===== src/rtl/cond_pipe_pkg.sv =====
// Shared constants and types for the conditional-execution pipeline controller.
// Covers condition codes, flag bit positions and the legal memory-stage depth range.
package cond_pipe_pkg;

  localparam int unsigned MemStagesMin = 1;
  localparam int unsigned MemStagesMax = 4;

  localparam int unsigned FlagN = 3;
  localparam int unsigned FlagZ = 2;
  localparam int unsigned FlagC = 1;
  localparam int unsigned FlagV = 0;

  localparam logic [3:0] CondEq = 4'b0000;
  localparam logic [3:0] CondNe = 4'b0001;
  localparam logic [3:0] CondCs = 4'b0010;
  localparam logic [3:0] CondCc = 4'b0011;
  localparam logic [3:0] CondMi = 4'b0100;
  localparam logic [3:0] CondPl = 4'b0101;
  localparam logic [3:0] CondVs = 4'b0110;
  localparam logic [3:0] CondVc = 4'b0111;
  localparam logic [3:0] CondHi = 4'b1000;
  localparam logic [3:0] CondLs = 4'b1001;
  localparam logic [3:0] CondGe = 4'b1010;
  localparam logic [3:0] CondLt = 4'b1011;
  localparam logic [3:0] CondGt = 4'b1100;
  localparam logic [3:0] CondLe = 4'b1101;
  localparam logic [3:0] CondAl = 4'b1110;
  localparam logic [3:0] CondNv = 4'b1111;

  // One memory-stage slot; the conditioned bits are already ANDed with CondExE.
  typedef struct packed {
    logic reg_write;
    logic mem_write;
    logic pc_src;
    logic mem_to_reg;
  } mstage_t;

  localparam int unsigned MStageW = $bits(mstage_t);

endpackage


===== src/rtl/cond_check.sv =====
// Combinational condition-code evaluator against the architectural flag register.
module cond_check
  import cond_pipe_pkg::*;
(
  input  logic [3:0] CondE,
  input  logic [3:0] Flags,
  output logic       CondExE
);

  logic w_n, w_z, w_c, w_v, w_ge;

  assign w_n  = Flags[FlagN];
  assign w_z  = Flags[FlagZ];
  assign w_c  = Flags[FlagC];
  assign w_v  = Flags[FlagV];
  assign w_ge = (w_n == w_v);

  always_comb begin
    CondExE = 1'b1;
    case (CondE)
      CondEq:  CondExE = w_z;
      CondNe:  CondExE = ~w_z;
      CondCs:  CondExE = w_c;
      CondCc:  CondExE = ~w_c;
      CondMi:  CondExE = w_n;
      CondPl:  CondExE = ~w_n;
      CondVs:  CondExE = w_v;
      CondVc:  CondExE = ~w_v;
      CondHi:  CondExE = w_c & ~w_z;
      CondLs:  CondExE = ~w_c | w_z;
      CondGe:  CondExE = w_ge;
      CondLt:  CondExE = ~w_ge;
      CondGt:  CondExE = ~w_z & w_ge;
      CondLe:  CondExE = w_z | ~w_ge;
      CondAl:  CondExE = 1'b1;
      default: CondExE = 1'b1;
    endcase
  end

endmodule


===== src/rtl/cond_pipe_ctrl.sv =====
// Control-path pipeline E -> M1..Mn -> W with conditional execution and flag register.
// Stalls bubble M1 and freeze flags; flushes clear only the incoming E contents.
module cond_pipe_ctrl
  import cond_pipe_pkg::*;
#(
  parameter int unsigned ALUCTRL_W  = 2,
  parameter int unsigned MEM_STAGES = 1
) (
  input  logic                 clk,
  input  logic                 reset,
  input  logic                 RegWriteD,
  input  logic                 MemWriteD,
  input  logic                 MemtoRegD,
  input  logic                 PCSrcD,
  input  logic                 BranchD,
  input  logic                 ALUSrcD,
  input  logic [ALUCTRL_W-1:0] ALUControlD,
  input  logic [1:0]           FlagWriteD,
  input  logic [3:0]           CondD,
  input  logic                 StallE,
  input  logic                 FlushE,
  input  logic [3:0]           ALUFlags,
  output logic                 ALUSrcE,
  output logic [ALUCTRL_W-1:0] ALUControlE,
  output logic                 MemtoRegE,
  output logic                 PCSrcE,
  output logic                 CondExE,
  output logic                 BranchTakenE,
  output logic                 MemWriteM,
  output logic                 RegWriteM,
  output logic                 PCSrcM,
  output logic                 MemtoRegM,
  output logic                 RegWriteW,
  output logic                 MemtoRegW,
  output logic                 PCSrcW,
  output logic [3:0]           Flags
);

  if (MEM_STAGES < MemStagesMin || MEM_STAGES > MemStagesMax) begin : g_bad_mem_stages
    $error("cond_pipe_ctrl: MEM_STAGES must be in 1..4");
  end

  localparam int unsigned ChainW = MStageW * MEM_STAGES;

  logic                 r_reg_write_e, r_mem_write_e, r_mem_to_reg_e;
  logic                 r_pc_src_e, r_branch_e, r_alu_src_e;
  logic [ALUCTRL_W-1:0] r_alu_control_e;
  logic [1:0]           r_flag_write_e;
  logic [3:0]           r_cond_e;
  logic [3:0]           r_flags;
  logic [3:0]           w_flags_d;
  logic                 w_cond_ex;
  mstage_t              w_m1_in, w_m_first, w_m_last;
  logic [ChainW-1:0]    r_m_chain;
  logic [ChainW+MStageW-1:0] w_shift;
  logic                 r_reg_write_w, r_mem_to_reg_w, r_pc_src_w;

  always_ff @(posedge clk) begin
    if (reset || FlushE) begin
      r_reg_write_e   <= 1'b0;
      r_mem_write_e   <= 1'b0;
      r_mem_to_reg_e  <= 1'b0;
      r_pc_src_e      <= 1'b0;
      r_branch_e      <= 1'b0;
      r_alu_src_e     <= 1'b0;
      r_alu_control_e <= '0;
      r_flag_write_e  <= 2'b00;
      r_cond_e        <= 4'b0000;
    end else if (!StallE) begin
      r_reg_write_e   <= RegWriteD;
      r_mem_write_e   <= MemWriteD;
      r_mem_to_reg_e  <= MemtoRegD;
      r_pc_src_e      <= PCSrcD;
      r_branch_e      <= BranchD;
      r_alu_src_e     <= ALUSrcD;
      r_alu_control_e <= ALUControlD;
      r_flag_write_e  <= FlagWriteD;
      r_cond_e        <= CondD;
    end
  end

  cond_check u_cond_check (
    .CondE   (r_cond_e),
    .Flags   (r_flags),
    .CondExE (w_cond_ex)
  );

  always_comb begin
    w_flags_d = r_flags;
    if (!StallE && w_cond_ex) begin
      if (r_flag_write_e[1]) w_flags_d[FlagN:FlagZ] = ALUFlags[FlagN:FlagZ];
      if (r_flag_write_e[0]) w_flags_d[FlagC:FlagV] = ALUFlags[FlagC:FlagV];
    end
  end

  always_ff @(posedge clk) begin
    if (reset) r_flags <= 4'b0000;
    else       r_flags <= w_flags_d;
  end

  // A stalled E instruction must not reach M1 until it is released.
  always_comb begin
    w_m1_in = '0;
    if (!StallE) begin
      w_m1_in.reg_write  = r_reg_write_e & w_cond_ex;
      w_m1_in.mem_write  = r_mem_write_e & w_cond_ex;
      w_m1_in.pc_src     = r_pc_src_e & w_cond_ex;
      w_m1_in.mem_to_reg = r_mem_to_reg_e;
    end
  end

  // Stage 0 (M1) lives in the low slot; older stages shift upward.
  assign w_shift = {r_m_chain, w_m1_in};

  always_ff @(posedge clk) begin
    if (reset) r_m_chain <= '0;
    else       r_m_chain <= w_shift[ChainW-1:0];
  end

  assign w_m_first = r_m_chain[MStageW-1:0];
  assign w_m_last  = r_m_chain[ChainW-MStageW +: MStageW];

  always_ff @(posedge clk) begin
    if (reset) begin
      r_reg_write_w  <= 1'b0;
      r_mem_to_reg_w <= 1'b0;
      r_pc_src_w     <= 1'b0;
    end else begin
      r_reg_write_w  <= w_m_last.reg_write;
      r_mem_to_reg_w <= w_m_last.mem_to_reg;
      r_pc_src_w     <= w_m_last.pc_src;
    end
  end

  assign ALUSrcE      = r_alu_src_e;
  assign ALUControlE  = r_alu_control_e;
  assign MemtoRegE    = r_mem_to_reg_e;
  assign PCSrcE       = r_pc_src_e;
  assign CondExE      = w_cond_ex;
  assign BranchTakenE = r_branch_e & w_cond_ex;
  assign MemWriteM    = w_m_first.mem_write;
  assign RegWriteM    = w_m_last.reg_write;
  assign PCSrcM       = w_m_last.pc_src;
  assign MemtoRegM    = w_m_last.mem_to_reg;
  assign RegWriteW    = r_reg_write_w;
  assign MemtoRegW    = r_mem_to_reg_w;
  assign PCSrcW       = r_pc_src_w;
  assign Flags        = r_flags;

endmodule

===== config.mk =====
export PLATFORM = sky130hd
export DESIGN_NAME = cond_pipe_ctrl
export DESIGN_NICKNAME = d
export VERILOG_FILES = /design/src/rtl/cond_pipe_pkg.sv /design/src/rtl/cond_check.sv /design/src/rtl/cond_pipe_ctrl.sv
export SDC_FILE = /design/constraint.sdc
export NUM_CORES = 1
export LEC_CHECK = 0
export BUFFER_PORTS_ARGS = -buffer_cell sky130_fd_sc_hd__clkbuf_2
export CAP_MARGIN = 20
export CORE_MARGIN = 1
export CORE_UTILIZATION = 48
export DETAILED_ROUTE_END_ITERATION = 8
export GPL_TIMING_DRIVEN = 0
export MAX_ROUTING_LAYER = met4
export PLACE_DENSITY = 0.75
export SLEW_MARGIN = 40
export SYNTH_ARGS = -nofsm -noshare
export SYNTH_HDL_FRONTEND = slang
export SYNTH_SLANG_ARGS = --single-unit

===== constraint.sdc =====
create_clock -name clk -period 2.3 [get_ports clk]
set_input_delay 0.46 -clock clk [delete_from_list [all_inputs] [get_ports clk]]
set_output_delay 0.46 -clock clk [all_outputs]
set_load 0.02 [all_outputs]

# After elaboration in Yosys (flattened, before gate mapping)
# Cells that the tools add are included.
dict set report totals {
  wordCells 50
  latch_bits 0
  ff_bits 25
  output_inout_bits 18
  ram_bits 0
  in_bits 22
  n_memories 0
  rom_bits 0
}
dict set report op_classes {
  n_eq_ne 14
  n_mux 1
  n_shift 0
  reduce_logical 7
  order_cmp 0
  add_sub_neg 0
  mul 0
  n_div 0
  bitwise_logic 13
}
# operator n
set op_table {}
lappend op_table {{$eq 4x4->1 const B} 6}
lappend op_table {{$eq 4x3->1 const B} 4}
lappend op_table {{$pmux 1 s14} 1}
lappend op_table {{$eq 4x2->1 const B} 2}
lappend op_table {{$and 1x1->1} 6}
lappend op_table {{$not 1->1} 5}
lappend op_table {{$eq 4x1->1 const B} 1}
lappend op_table {{$logic_not 4->1} 1}
lappend op_table {{$reduce_and 2->1} 2}
lappend op_table {{$or 1x1->1} 2}
lappend op_table {{$reduce_or 2->1} 1}
lappend op_table {{$eq 1x1->1} 1}
lappend op_table {{$logic_and 1x1->1} 1}
lappend op_table {{$logic_not 1->1} 1}
lappend op_table {{$logic_or 1x1->1} 1}

# Logic depth before layout (Yosys ltp)
# Gate-level depths: netlist of run 1.
dict set report logic_depth {
  ltp_word 6
  mapped_depth 6
  mapped_depth_nobuf 5
}

# Modules after synthesis
# From an unflattened synthesis of run 1, not the netlist that was laid out.
dict set report hier_totals {
  hier_cells 105
  hier_area_um2 1084.8
}
# module instances seq_area_each_um2 area_per_inst_um2 cells_each
set modules_own_cells {}
lappend modules_own_cells {cond_pipe_ctrl 1 500.5 919.6 82}
lappend modules_own_cells {cond_check 1 0.0 165.2 23}

# Worst setup path after synthesis of run 1
# OpenSTA, ideal clock, no wires.
dict set report synth_path {
  path_kind {register to output}
  start {reg r_flags[2], in the netlist Flags[2]}
  end {out BranchTakenE}
  stages_incl_launch_ff 6
  slack_ns 0.263
  path_buffers 0
  arrival_ns 1.577
  required_time_ns 1.840
  path_cell_list {dfxtp_1 -> mux2i_1 -> xor2_1 -> o32a_4 -> and3_4 -> nor2b_1}
}
dict set report synth_via {
  elab_chain_cells 4
  elab_cells_between_ends 7
  cone_classes {1 x mux; 6 x bitwise}
}
# item line_no
set synth_lines {}
lappend synth_lines {{start: declaration} cond_pipe_ctrl.sv:50} ;# logic [3:0] r_flags;
lappend synth_lines {{start signal: assignment} cond_pipe_ctrl.sv:98} ;# else r_flags <= w_flags_d;
lappend synth_lines {{$not 1->1} {cond_check.sv:22, cond_check.sv:29, cond_check.sv:33}}
lappend synth_lines {{$and 1x1->1, on equally long branches} {cond_check.sv:33, cond_check.sv:29}}
lappend synth_lines {{$pmux 1 s14 *} cond_check.sv:20} ;# case (CondE)
lappend synth_lines {{$and 1x1->1 *} cond_pipe_ctrl.sv:140} ;# assign BranchTakenE = r_branch_e & w_cond_ex;
lappend synth_lines {{end: declaration} cond_pipe_ctrl.sv:28} ;# output logic BranchTakenE,
# Mark *: on every way between the ends. The rest lies on a longest branch, timed or not.

# Worst setup path after layout of run 1
dict set report layout_path {
  start {reg r_cond_e[3]}
  end {out BranchTakenE}
}
dict set report layout_via {
  elab_chain_cells 3
  elab_cells_between_ends 16
  cone_classes {13 x eq/ne; 1 x mux; 1 x bitwise; 1 x reduce/logical}
}
# item line_no
set layout_lines {}
lappend layout_lines {{start: declaration} cond_pipe_ctrl.sv:49} ;# logic [3:0] r_cond_e;
lappend layout_lines {{start signal: assignment} cond_pipe_ctrl.sv:78} ;# r_cond_e <= CondD;
lappend layout_lines {{$eq 4x4->1 (tied with other cells)} cond_check.sv:20}
lappend layout_lines {{$pmux 1 s14 *} cond_check.sv:20}
lappend layout_lines {{$and 1x1->1 *} cond_pipe_ctrl.sv:140}
# Marked as above.

==> metrics.md, run 1 <==
| Metric | Value |
|---|---|
| Skew-Pair Late Insertion Delay | `0.33 ns` |
| DRT Pass-1 Iters | `4` |
| Filler cells | `197` |
| Asr flop ratio synth | `0` |
| Violated checks | `negative setup slack` |
| Critical Path AT | `1.92 ns` |
| Final slew viol count | `0` |
| Via count | `922` |
| Fraction of layout instances using a drive strength above 1 | `0.468` |
| Die H | `50.7 um` |
| Total I/O pin count | `40` |
| Multi-input logic area | `584 um2` |
| HPWL Detailed | `1.69 mm` |
| Pre-CTS setup slack | `0.117 ns` |
| Vias in the first global route | `858` |
| Final Routed Wirelength | `2.41 mm` |
| Root Driver | `clkbuf_4` |
| Worst path cell trace | `buf_6, and3b_1, a22oi_2, mux2i_2, and3_4, nor2b_1, buf_4` |
| DRC viols | `0` |
| Total track usage | `0.214` |
| Max-Cap Viols | `0` |
| Setup TNS | `-0.126 ns` |
| Worst rel slew slack | `0.684` |
| IO buf count | `39` |
| CP Class | `reg -> out` |
| P_leak | `0.000670 uW` |
| # H-tree levels | `1` |
| RSZ-0062 raised after global routing | `yes` |
| Nets@finish | `181` |
| Clk sink count | `25` |
| EDFF count, synth | `0` |
| Clock skew | `0.00500 ns` |
| Distinct cells, synth | `27` |
| Final Non-Filler Cells | `186` |
| Initial Utilization | `0.510` |
| Cell with the most instances after synthesis | `dfxtp_1` |
| Overflow after GRT | `0` |
| Leading area contributor after synthesis | `dfxtp_1` |
| Row count | `17` |
| Total power | `748 uW` |
| Vias/cell | `4.96` |
| Post-synth net total | `129` |
| Yosys reg bits | `25` |
| Gate Count Post-Synth | `107` |
| CP required | `1.84 ns` |
| CP endpoint kind | `output pin` |
| Syn. warnings | `0` |
| Final min period | `2.38 ns` |
| Pwr/cell area | `502 nW/um2` |
| Placed cells | `174` |
| Final Core Density | `0.667` |
| Max VDD drop | `426 uV` |
| Die area | `2570 um2` |
| Mapped cell area | `1140 um2` |
| Count of final setup violators | `2` |
| Ant diodes | `0` |
| CP Buf/Inv Count | `2` |
| Clock tree buffer depth | `2` |
| Status | `finished with violations` |
| Fmax | `419 MHz` |
| Largest net degree at the start of global routing | `16` |
| Layout area overhead | `30.6%` |
| Drt wl/cell | `13.0 um` |
| DR iter-0 viols | `14` |
| Slowest stage cell, crit path | `dfxtp_2` |
| Post-synthesis sequential area ratio | `0.439` |
| Total CTS buffers | `3` |
| Core region area | `2230 um2` |
| Most frequent cells after synthesis | `dfxtp_1, mux2i_1, nor2_1, nor2b_1, nand2b_1` |
| Worst setup margin | `-0.0847 ns` |
| Syn_area_per_cell | `10.7 um2` |
| Endpoints failing hold | `0` |
| Slowest stage delay, CP | `0.35 ns` |
| Crit share post-route | `1.04` |
| CP Max Fanout | `9` |
| Antenna violations before repair | `0` |
| First-pass GRT wire length | `3.83 mm` |
| CTS tree | `built` |
| Top Family by Delay on Critical Path | `simple AND/OR/NAND/NOR gates` |
| Synth area leaders | `dfxtp_1, mux2i_1, nor2_1` |
| Synth top area share | `0.439` |
| GP Congestion | `0.746` |
| Crit start category | `flop` |
| Post-route ant nets | `0` |
| FF/Latch Area | `509 um2` |
| Hold crit path type | `in -> reg` |
| Worst-path clk slew | `0.14 ns` |
| Top FF cell, synth | `dfxtp_1` |
| Worst slew pin tran | `0.474 ns` |
| Die width | `50.7 um` |
-- final timing paths --
kind	startpoint	end	slack, ns	depth (start not counted)
setup / recovery	r_cond_e[3]	BranchTakenE	-0.08	7
hold / removal	MemWriteD	r_mem_write_e	0.36	3
setup reg to reg	r_cond_e[3]	Flags[3]	0.40	8
hold reg to reg	r_m_chain[3]	RegWriteW	0.48	1
-- flip-flops by register name, summed over array words and instances, names as in the netlist --
| name | cells |
|---|---|
| r_cond_e | 4 |
| RegWriteW | 1 |
| r_flag_write_e | 2 |
| r_branch_e | 1 |
| MemtoRegE | 1 |
| MemtoRegW | 1 |
| ALUSrcE | 1 |
| r_m_chain | 4 |
| PCSrcE | 1 |
| PCSrcW | 1 |
| Flags | 4 |
| r_reg_write_e | 1 |
| ALUControlE | 2 |
| r_mem_write_e | 1 |
-- worst register-to-register path, delay by kind of cell, from the launching register on --
family | cells | cell delay [ns]
AND/OR/NAND/NOR | 1 | 0.23
flip-flops | 1 | 0.36
multiplexers | 2 | 0.37
buffers and inverters | 4 | 0.51
AO/OA/AOI/OAI | 1 | 0.38
-- final cells by class --
cell class / count / share of cell area
inverters: 4 / 0.0101
repair buffers: 49 / 0.187
clock inverters: 1 / 0.00504
clock buffers: 3 / 0.0151
plain buffers: 6 / 0.0244
well taps: 28 / 0.0235
flip-flops and latches: 25 / 0.342
multi-input cells: 70 / 0.392
-- what timing repair did --
| item | 4_1_cts | 5_1_grt |
|---|---|---|
| gates resized for setup | 7 | 7 |
| pin swaps | 3 | 3 |
| hold buffers | 0 | 0 |
| gates cloned | 0 | 0 |
| setup buffers | 5 | 5 |
| setup endpoints to repair | 2 | 2 |
-- kinds of logic (layout without fill, tap and decap cells) --
family	after synthesis	count (layout)	share of synthesized area
buf+inv	12	63	0.0560
xor+xnor	3	3	0.0231
compound gates	7	7	0.0812
mux	20	20	0.176
flops	25	25	0.439
simple gates	40	40	0.225
-- cell usage in the layout (no fill, tap or decap) --
cell,count
and3_4,1
clkbuf_1,2
a311oi_2,2
nand2b_1,6
a41oi_2,1
nor2_1,14
inv_1,3
clkbuf_4,3
a31oi_1,1
and3b_1,1
clkbuf_2,37
or2b_1,2
xor2_1,1
clkinvlp_4,1
nor2b_1,7
buf_6,2
xnor2_1,2
dfxtp_1,20
a22oi_2,1
or2_0,1
and3b_2,1
buf_2,2
mux2i_2,1
nor3b_1,3
inv_2,1
o311a_1,1
dfxtp_4,1
dfxtp_2,4
buf_4,12
mux2i_1,19
nand2_1,1
nor4b_2,3
o32a_4,1
-- routing by layer --
| metal | up-vias | GRT usage | share of wire | routed length (um) |
|---|---|---|---|---|
| li1 | 467 | - | - | - |
| met1 | 431 | 0.249 | 0.45 | 1100 |
| met2 | 20 | 0.351 | 0.49 | 1180 |
| met3 | 4 | 0.0364 | 0.034 | 82 |
| met4 | 0 | 0.111 | 0.020 | 48 |
| met5 | - | - | 0 | 0 |
-- per-stage QoR --
stage / hold WS (ns) / cell area, um2
finish: 0.355 / 1490
floorplan: 0.455 / 1140
CTS: 0.351 / 1440
global route: 0.358 / 1490
global placement: 0.449 / 1370
detailed placement: 0.470 / 1370
-- power breakdown --
group	internal, uW	switching (uW)
Clock	66.7	141
Combinational	47.5	45.7
Sequential	441	6.23
Total	555	193
No activity file was read; power rests on OpenSTA's default activity.
==> inputs of run 2 (changes only) <==
--- a/config.mk
+++ b/config.mk
@@ -10,7 +10,6 @@
 export CORE_MARGIN = 1
 export CORE_UTILIZATION = 48
 export DETAILED_ROUTE_END_ITERATION = 8
-export GPL_TIMING_DRIVEN = 0
 export MAX_ROUTING_LAYER = met4
 export PLACE_DENSITY = 0.75
 export SLEW_MARGIN = 40
==> run 2 against run 1 <==
Net effect:
- the run now ends clean
- clock power is 4% lower
- maximum frequency is 4.9% higher
- register-to-register slack better by 0.13 ns
- die area stayed put
- total power is 2.5% lower
- critical endpoint unchanged
- largest power group unchanged
==> metrics.md, run 2 (synthesis gave the netlist of run 1 again) <==
| Metric | Value |
|---|---|
| Overflow after GRT | `0 (unchanged)` |
| Clock tree buffer depth | `2 (unchanged)` |
| RSZ-0062 raised after global routing | `yes (unchanged)` |
| HP Start | `ALUControlD[1] (was MemWriteD)` |
| CP endpoint kind | `output pin (unchanged)` |
| Drt wl/cell | `12.5 um (was 13.0 um)` |
| Slowest stage delay, CP | `0.38 ns (was 0.35 ns)` |
| Antenna violations before repair | `0 (unchanged)` |
| Worst rel slew slack | `0.586 (was 0.684)` |
| CP Launch Point | `r_cond_e[1] (was r_cond_e[3])` |
| GP Congestion | `0.793 (was 0.746)` |
| DP Area | `1330 um2 (was 1370 um2)` |
| First-pass GRT wire length | `3.70 mm (was 3.83 mm)` |
| Status | `finished clean (was finished with violations)` |
| Endpoints failing hold | `0 (unchanged)` |
| Core region area | `2230 um2 (unchanged)` |
| Vias in the first global route | `843 (was 858)` |
| Design area | `1430 um2 (was 1490 um2)` |
| Post-route ant nets | `0 (unchanged)` |
| Crit share post-route | `0.988 (was 1.04)` |
| HPWL Detailed | `1.57 mm (was 1.69 mm)` |
| Total track usage | `0.200 (was 0.214)` |
| Max-Cap Viols | `0 (unchanged)` |
| CP Max Fanout | `3 (was 9)` |
| Largest net degree at the start of global routing | `21 (was 16)` |
| Final min period | `2.27 ns (was 2.38 ns)` |
| P_leak | `0.000635 uW (was 0.000670 uW)` |
| Total CTS buffers | `3 (unchanged)` |
| Clock skew | `0.00902 ns (was 0.00500 ns)` |
| Pwr/cell area | `510 nW/um2 (was 502 nW/um2)` |
| Total I/O pin count | `40 (unchanged)` |
| R2r setup slk | `0.53 ns (was 0.40 ns)` |
| Worst-path clk slew | `0.14 ns (about the same)` |
| DRC viols | `0 (unchanged)` |
| Slowest stage cell, crit path | `dfxtp_4 (was dfxtp_2)` |
| Fmax | `440 MHz (was 419 MHz)` |
| Hold crit path type | `in -> reg (unchanged)` |
| Via count | `883 (was 922)` |
| Initial Utilization | `0.510 (unchanged)` |
| Worst slew pin tran | `0.621 ns (was 0.474 ns)` |
| CP Class | `reg -> out (unchanged)` |
| Fraction of layout instances using a drive strength above 1 | `0.456 (was 0.468)` |
| Most frequent cells in the layout | `clkbuf_2, dfxtp_1, mux2i_1 (unchanged)` |
| Most common cell after layout, fill and taps aside | `clkbuf_2 (unchanged)` |
| Die H | `50.7 um (unchanged)` |
| Die width | `50.7 um (unchanged)` |
| Count of final setup violators | `0 (was 2)` |
| DR iter-0 viols | `13 (was 14)` |
| Crit start category | `flop (unchanged)` |
| Reg-to-Reg Start | `r_cond_e[2] (was r_cond_e[3])` |
| Nets@finish | `172 (was 181)` |
| Number of hold buffers added after CTS | `0 (unchanged)` |
| Root Driver | `clkbuf_4 (unchanged)` |
| Critical Path AT | `1.81 ns (was 1.92 ns)` |
| Clk sink count | `25 (unchanged)` |
| CP required | `1.84 ns (about the same)` |
| Final slew viol count | `0 (unchanged)` |
| DRT Pass-1 Iters | `4 (unchanged)` |
| Die area | `2570 um2 (unchanged)` |
| Ant diodes | `0 (unchanged)` |
| Max VDD drop | `341 uV (was 426 uV)` |
| Layout area overhead | `25.5% (was 30.6%)` |
| Min Hold Slack | `0.360 ns (was 0.355 ns)` |
| Row count | `17 (unchanged)` |
| Final Routed Wirelength | `2.22 mm (was 2.41 mm)` |
| Worst path cell trace | `mux2i_1, xor2_1, o32a_4, and3_4, nor2b_1, buf_4 (was buf_6, and3b_1, a22oi_2, mux2i_2, and3_4, nor2b_1, buf_4)` |
| # H-tree levels | `1 (unchanged)` |
| Skew-Pair Late Insertion Delay | `0.32 ns (was 0.33 ns)` |
| CTS tree | `built (unchanged)` |
| Vias/cell | `4.99 (was 4.96)` |
| IO buf count | `39 (unchanged)` |
run 2: changes by cell type in the layout (fill, tap and decap cells not counted):
cell      before  now
buf_4         12    8
buf_6          2    0
clkbuf_1       2    0
dfxtp_4        1    3
buf_2          2    1
dfxtp_1       20   19
dfxtp_2        4    3
run 2: per-stage QoR:
stage          setup slack, ns  std cells  total power (uW)  TNS [ns]   util
2_1_floorplan            0.263        107               511         0      -
3_3_place_gp             0.242        167               535         0  0.595
3_5_place_dp             0.153        167               537         0  0.595
4_1_cts                0.00818        176               740         0  0.633
5_1_grt                -0.0607        177               764   -0.0676  0.640
6_report                0.0277        177               729         0  0.640
run 2: worst max-delay path: cells and delay by family, from the launching register on:
kind                   cells  cell delay (ns)
AO/OA/AOI/OAI              1             0.34
XOR/XNOR                   1             0.10
buffers and inverters      1             0.16
flip-flops                 1             0.38
multiplexers               1             0.20
AND/OR/NAND/NOR            2             0.31
run 2: where the power goes:
group | internal, uW | switching, uW
combinational | 41.6 | 41.1
clock | 66.5 | 133
sequential | 439 | 7.58
run 2: layout make-up:
class	count	area, um2
Clock inverter	1	7.51
Sequential cell	25	515
Fill cell	176	803
Inverter	4	15.0
Timing Repair Buffer	46	250
Multi-Input combinational cell	70	584
Tap cell	28	35.0
Clock buffer	3	22.5
run 2: metal layers:
layer	track usage	vias up	part of all wire
li1	-	449	-
met1	0.229	401	0.46
met2	0.329	27	0.48
met3	0.0333	6	0.037
met4	0.116	0	0.024
met5	-	-	0
run 2: repair_timing:
item / 4_1_cts / 5_1_grt
resized for setup: 8 / 6
gates cloned: 0 / 0
pin swaps: 1 / 2
setup endpoints to repair: 2 / 2
buffers inserted: 5 / 1
run 2: final timing paths:
path	cells past startpoint	endpoint
worst min-delay path	3	ALUControlE[1]
worst min register to register	1	RegWriteW
worst max-delay path	6	BranchTakenE
worst max register to register	6	Flags[2]
==> inputs of run 3 (changes only) <==
--- a/config.mk
+++ b/config.mk
@@ -7,6 +7,7 @@
 export LEC_CHECK = 0
 export BUFFER_PORTS_ARGS = -buffer_cell sky130_fd_sc_hd__clkbuf_2
 export CAP_MARGIN = 20
+export CORE_ASPECT_RATIO = 1.75
 export CORE_MARGIN = 1
 export CORE_UTILIZATION = 48
 export DETAILED_ROUTE_END_ITERATION = 8
==> run 3 against run 2 <==
Net effect:
- final cell count is 2.3% lower
- via count rose by 3.3%
- non-clock buffer count decreased by 1
- combinational power fell by 1%
- sequential share of layout area fell by 0.44 points
- critical path type unchanged
- critical endpoint unchanged
- highest routed layer unchanged
==> metrics.md, run 3 (synthesis gave the netlist of run 1 again) <==
| Metric | Value |
|---|---|
| Total I/O pin count | `40 (unchanged)` |
| DRT Pass-1 Iters | `2 (was 4)` |
| Clk pwr share | `0.328 (was 0.273)` |
| Via count | `912 (was 883)` |
| Die width | `38.8 um (was 50.7 um)` |
| CP endpoint kind | `output pin (unchanged)` |
| Skew-Pair Late Insertion Delay | `0.27 ns (was 0.32 ns)` |
| Max VDD drop | `439 uV (was 341 uV)` |
| IO buf count | `39 (unchanged)` |
| Largest net degree at the start of global routing | `17 (was 21)` |
| CP required | `1.84 ns (about the same)` |
| Count of final setup violators | `0 (unchanged)` |
| Initial Utilization | `0.501 (was 0.510)` |
| Worst-path clk slew | `0.08 ns (was 0.14 ns)` |
| HP Start | `CondD[1] (was ALUControlD[1])` |
| Sw Pwr | `186 uW (was 182 uW)` |
| Antenna violations before repair | `0 (unchanged)` |
| Final Core Density | `0.631 (was 0.640)` |
| CTS tree | `built (unchanged)` |
| Status | `finished clean (unchanged)` |
| Clk sink count | `25 (unchanged)` |
| GP Congestion | `0.758 (was 0.793)` |
| Hold crit path type | `in -> reg (unchanged)` |
| Worst reg-to-reg path cell count | `6 (unchanged)` |
| Final min period | `2.25 ns (was 2.27 ns)` |
| Clock skew | `0.00152 ns (was 0.00902 ns)` |
| Total track usage | `0.204 (was 0.200)` |
| Max-Cap Viols | `0 (unchanged)` |
| Pwr/cell area | `550 nW/um2 (was 510 nW/um2)` |
| Die H | `66.5 um (was 50.7 um)` |
| Fraction of layout instances using a drive strength above 1 | `0.459 (was 0.456)` |
| P_leak | `0.000641 uW (was 0.000635 uW)` |
| Internal | `603 uW (was 547 uW)` |
| Root Driver | `clkbuf_8 (was clkbuf_4)` |
| Critical Path AT | `1.79 ns (was 1.81 ns)` |
| Core region area | `2270 um2 (was 2230 um2)` |
| RR Endpoint | `Flags[2] (unchanged)` |
| Fmax | `445 MHz (was 440 MHz)` |
| Total power | `789 uW (was 729 uW)` |
| HPWL Detailed | `1.70 mm (was 1.57 mm)` |
| Vias in the first global route | `882 (was 843)` |
| # H-tree levels | `1 (unchanged)` |
| Die area | `2580 um2 (was 2570 um2)` |
| Reg-to-Reg Start | `r_cond_e[2] (unchanged)` |
| Worst slew pin tran | `0.507 ns (was 0.621 ns)` |
| Vias/cell | `5.27 (was 4.99)` |
| Worst Hold End | `r_cond_e[1] (was ALUControlE[1])` |
| Total CTS buffers | `3 (unchanged)` |
| Crit share post-route | `0.978 (was 0.988)` |
| Post-route ant nets | `0 (unchanged)` |
| R2r setup slk | `0.58 ns (was 0.53 ns)` |
| Final Routed Wirelength | `2.27 mm (was 2.22 mm)` |
| Comb pwr share | `0.103 (was 0.113)` |
| DR iter-0 viols | `6 (was 13)` |
| Clock tree buffer depth | `2 (unchanged)` |
| Hold Crit Depth | `3 (unchanged)` |
| Drt wl/cell | `13.1 um (was 12.5 um)` |
| Final slew viol count | `0 (unchanged)` |
| Ant diodes | `0 (unchanged)` |
| RSZ-0062 raised after global routing | `yes (unchanged)` |
| Endpoints failing hold | `0 (unchanged)` |
| Most common cell after layout, fill and taps aside | `clkbuf_2 (unchanged)` |
| Overflow after GRT | `0 (unchanged)` |
| DRC viols | `0 (unchanged)` |
| CP Class | `reg -> out (unchanged)` |
| Most frequent cells in the layout | `clkbuf_2, dfxtp_1, mux2i_1 (unchanged)` |
| Crit start category | `flop (unchanged)` |
| First-pass GRT wire length | `3.60 mm (was 3.70 mm)` |
| Nets@finish | `171 (was 172)` |
| Layout area overhead | `25.8% (was 25.5%)` |
| Worst rel slew slack | `0.662 (was 0.586)` |
| Sequential share of power | `0.568 (was 0.613)` |
| Min Hold Slack | `0.418 ns (was 0.360 ns)` |
| Switching fraction of total power | `0.236 (was 0.249)` |
| Row count | `23 (was 17)` |
| CP Max Fanout | `7 (was 3)` |
-- run 3: timing repair --
action,in CTS,in global routing
resized for setup,4,8
endpoints found under the setup margin,2,2
buffers inserted,2,3
pin swaps,1,0
hold endpoints to repair,0,0
hold buffers,0,0
gates cloned,0,0
-- run 3: worst max path at each step --
stage | from | to | slack [ns]
2_1_floorplan | Flags[2] | BranchTakenE | 0.26
3_3_place_gp | r_cond_e[1] | BranchTakenE | 0.25
3_5_place_dp | r_cond_e[3] | BranchTakenE | 0.16
4_1_cts | r_cond_e[1] | BranchTakenE | 0.002
5_1_grt | r_cond_e[1] | BranchTakenE | -0.01
6_report | r_cond_e[0] | BranchTakenE | 0.05
-- run 3: power groups by stage --
| stage | Clock, uW | Sequential [uW] | Combinational [uW] |
|---|---|---|---|
| finish | 259 | 449 | 81.5 |
| global route | 284 | 450 | 89.0 |
| CTS | 270 | 450 | 78.8 |
| detailed placement | 0 | 459 | 78.2 |
| global placement | 0 | 459 | 75.9 |
| floorplan | 0 | 459 | 51.5 |
-- run 3: metrics by stage --
stage	instances	instance area [um2]	setup TNS (ns)	setup WS, ns
floorplan	107	1140	0	0.263
global placement	164	1330	0	0.250
global route	173	1430	-0.0109	-0.0109
detailed placement	164	1330	0	0.161
CTS	170	1390	0	0.00193
finish	173	1430	0	0.0505
-- run 3: cell type report --
cell class / count / area (um2)
clock buffer: 3 / 41.3
clock inverter: 1 / 5.00
fill: 204 / 840
inverter: 4 / 15.0
multi-input combinational: 70 / 588
sequential: 25 / 510
tap: 25 / 31.3
timing repair buffer: 45 / 243
-- run 3: routing by layer --
layer  vias to the layer above  wire [um]  part of all wire  GRT usage
met4                         0         41             0.018      0.116
met1                       440        837              0.37      0.192
met5                         -          0                 0          -
li1                        446          -                 -          -
met3                         4         84             0.037     0.0200
met2                        22       1310              0.58      0.375
-- run 3: worst max-delay path: stages (launching register included) --
cell and delay [ns]:
dfxtp_2 0.37, nor2b_1 0.14, o311a_1 0.35, a41oi_2 0.20
and3_4 0.26, nor2b_1 0.05, buf_4 0.15
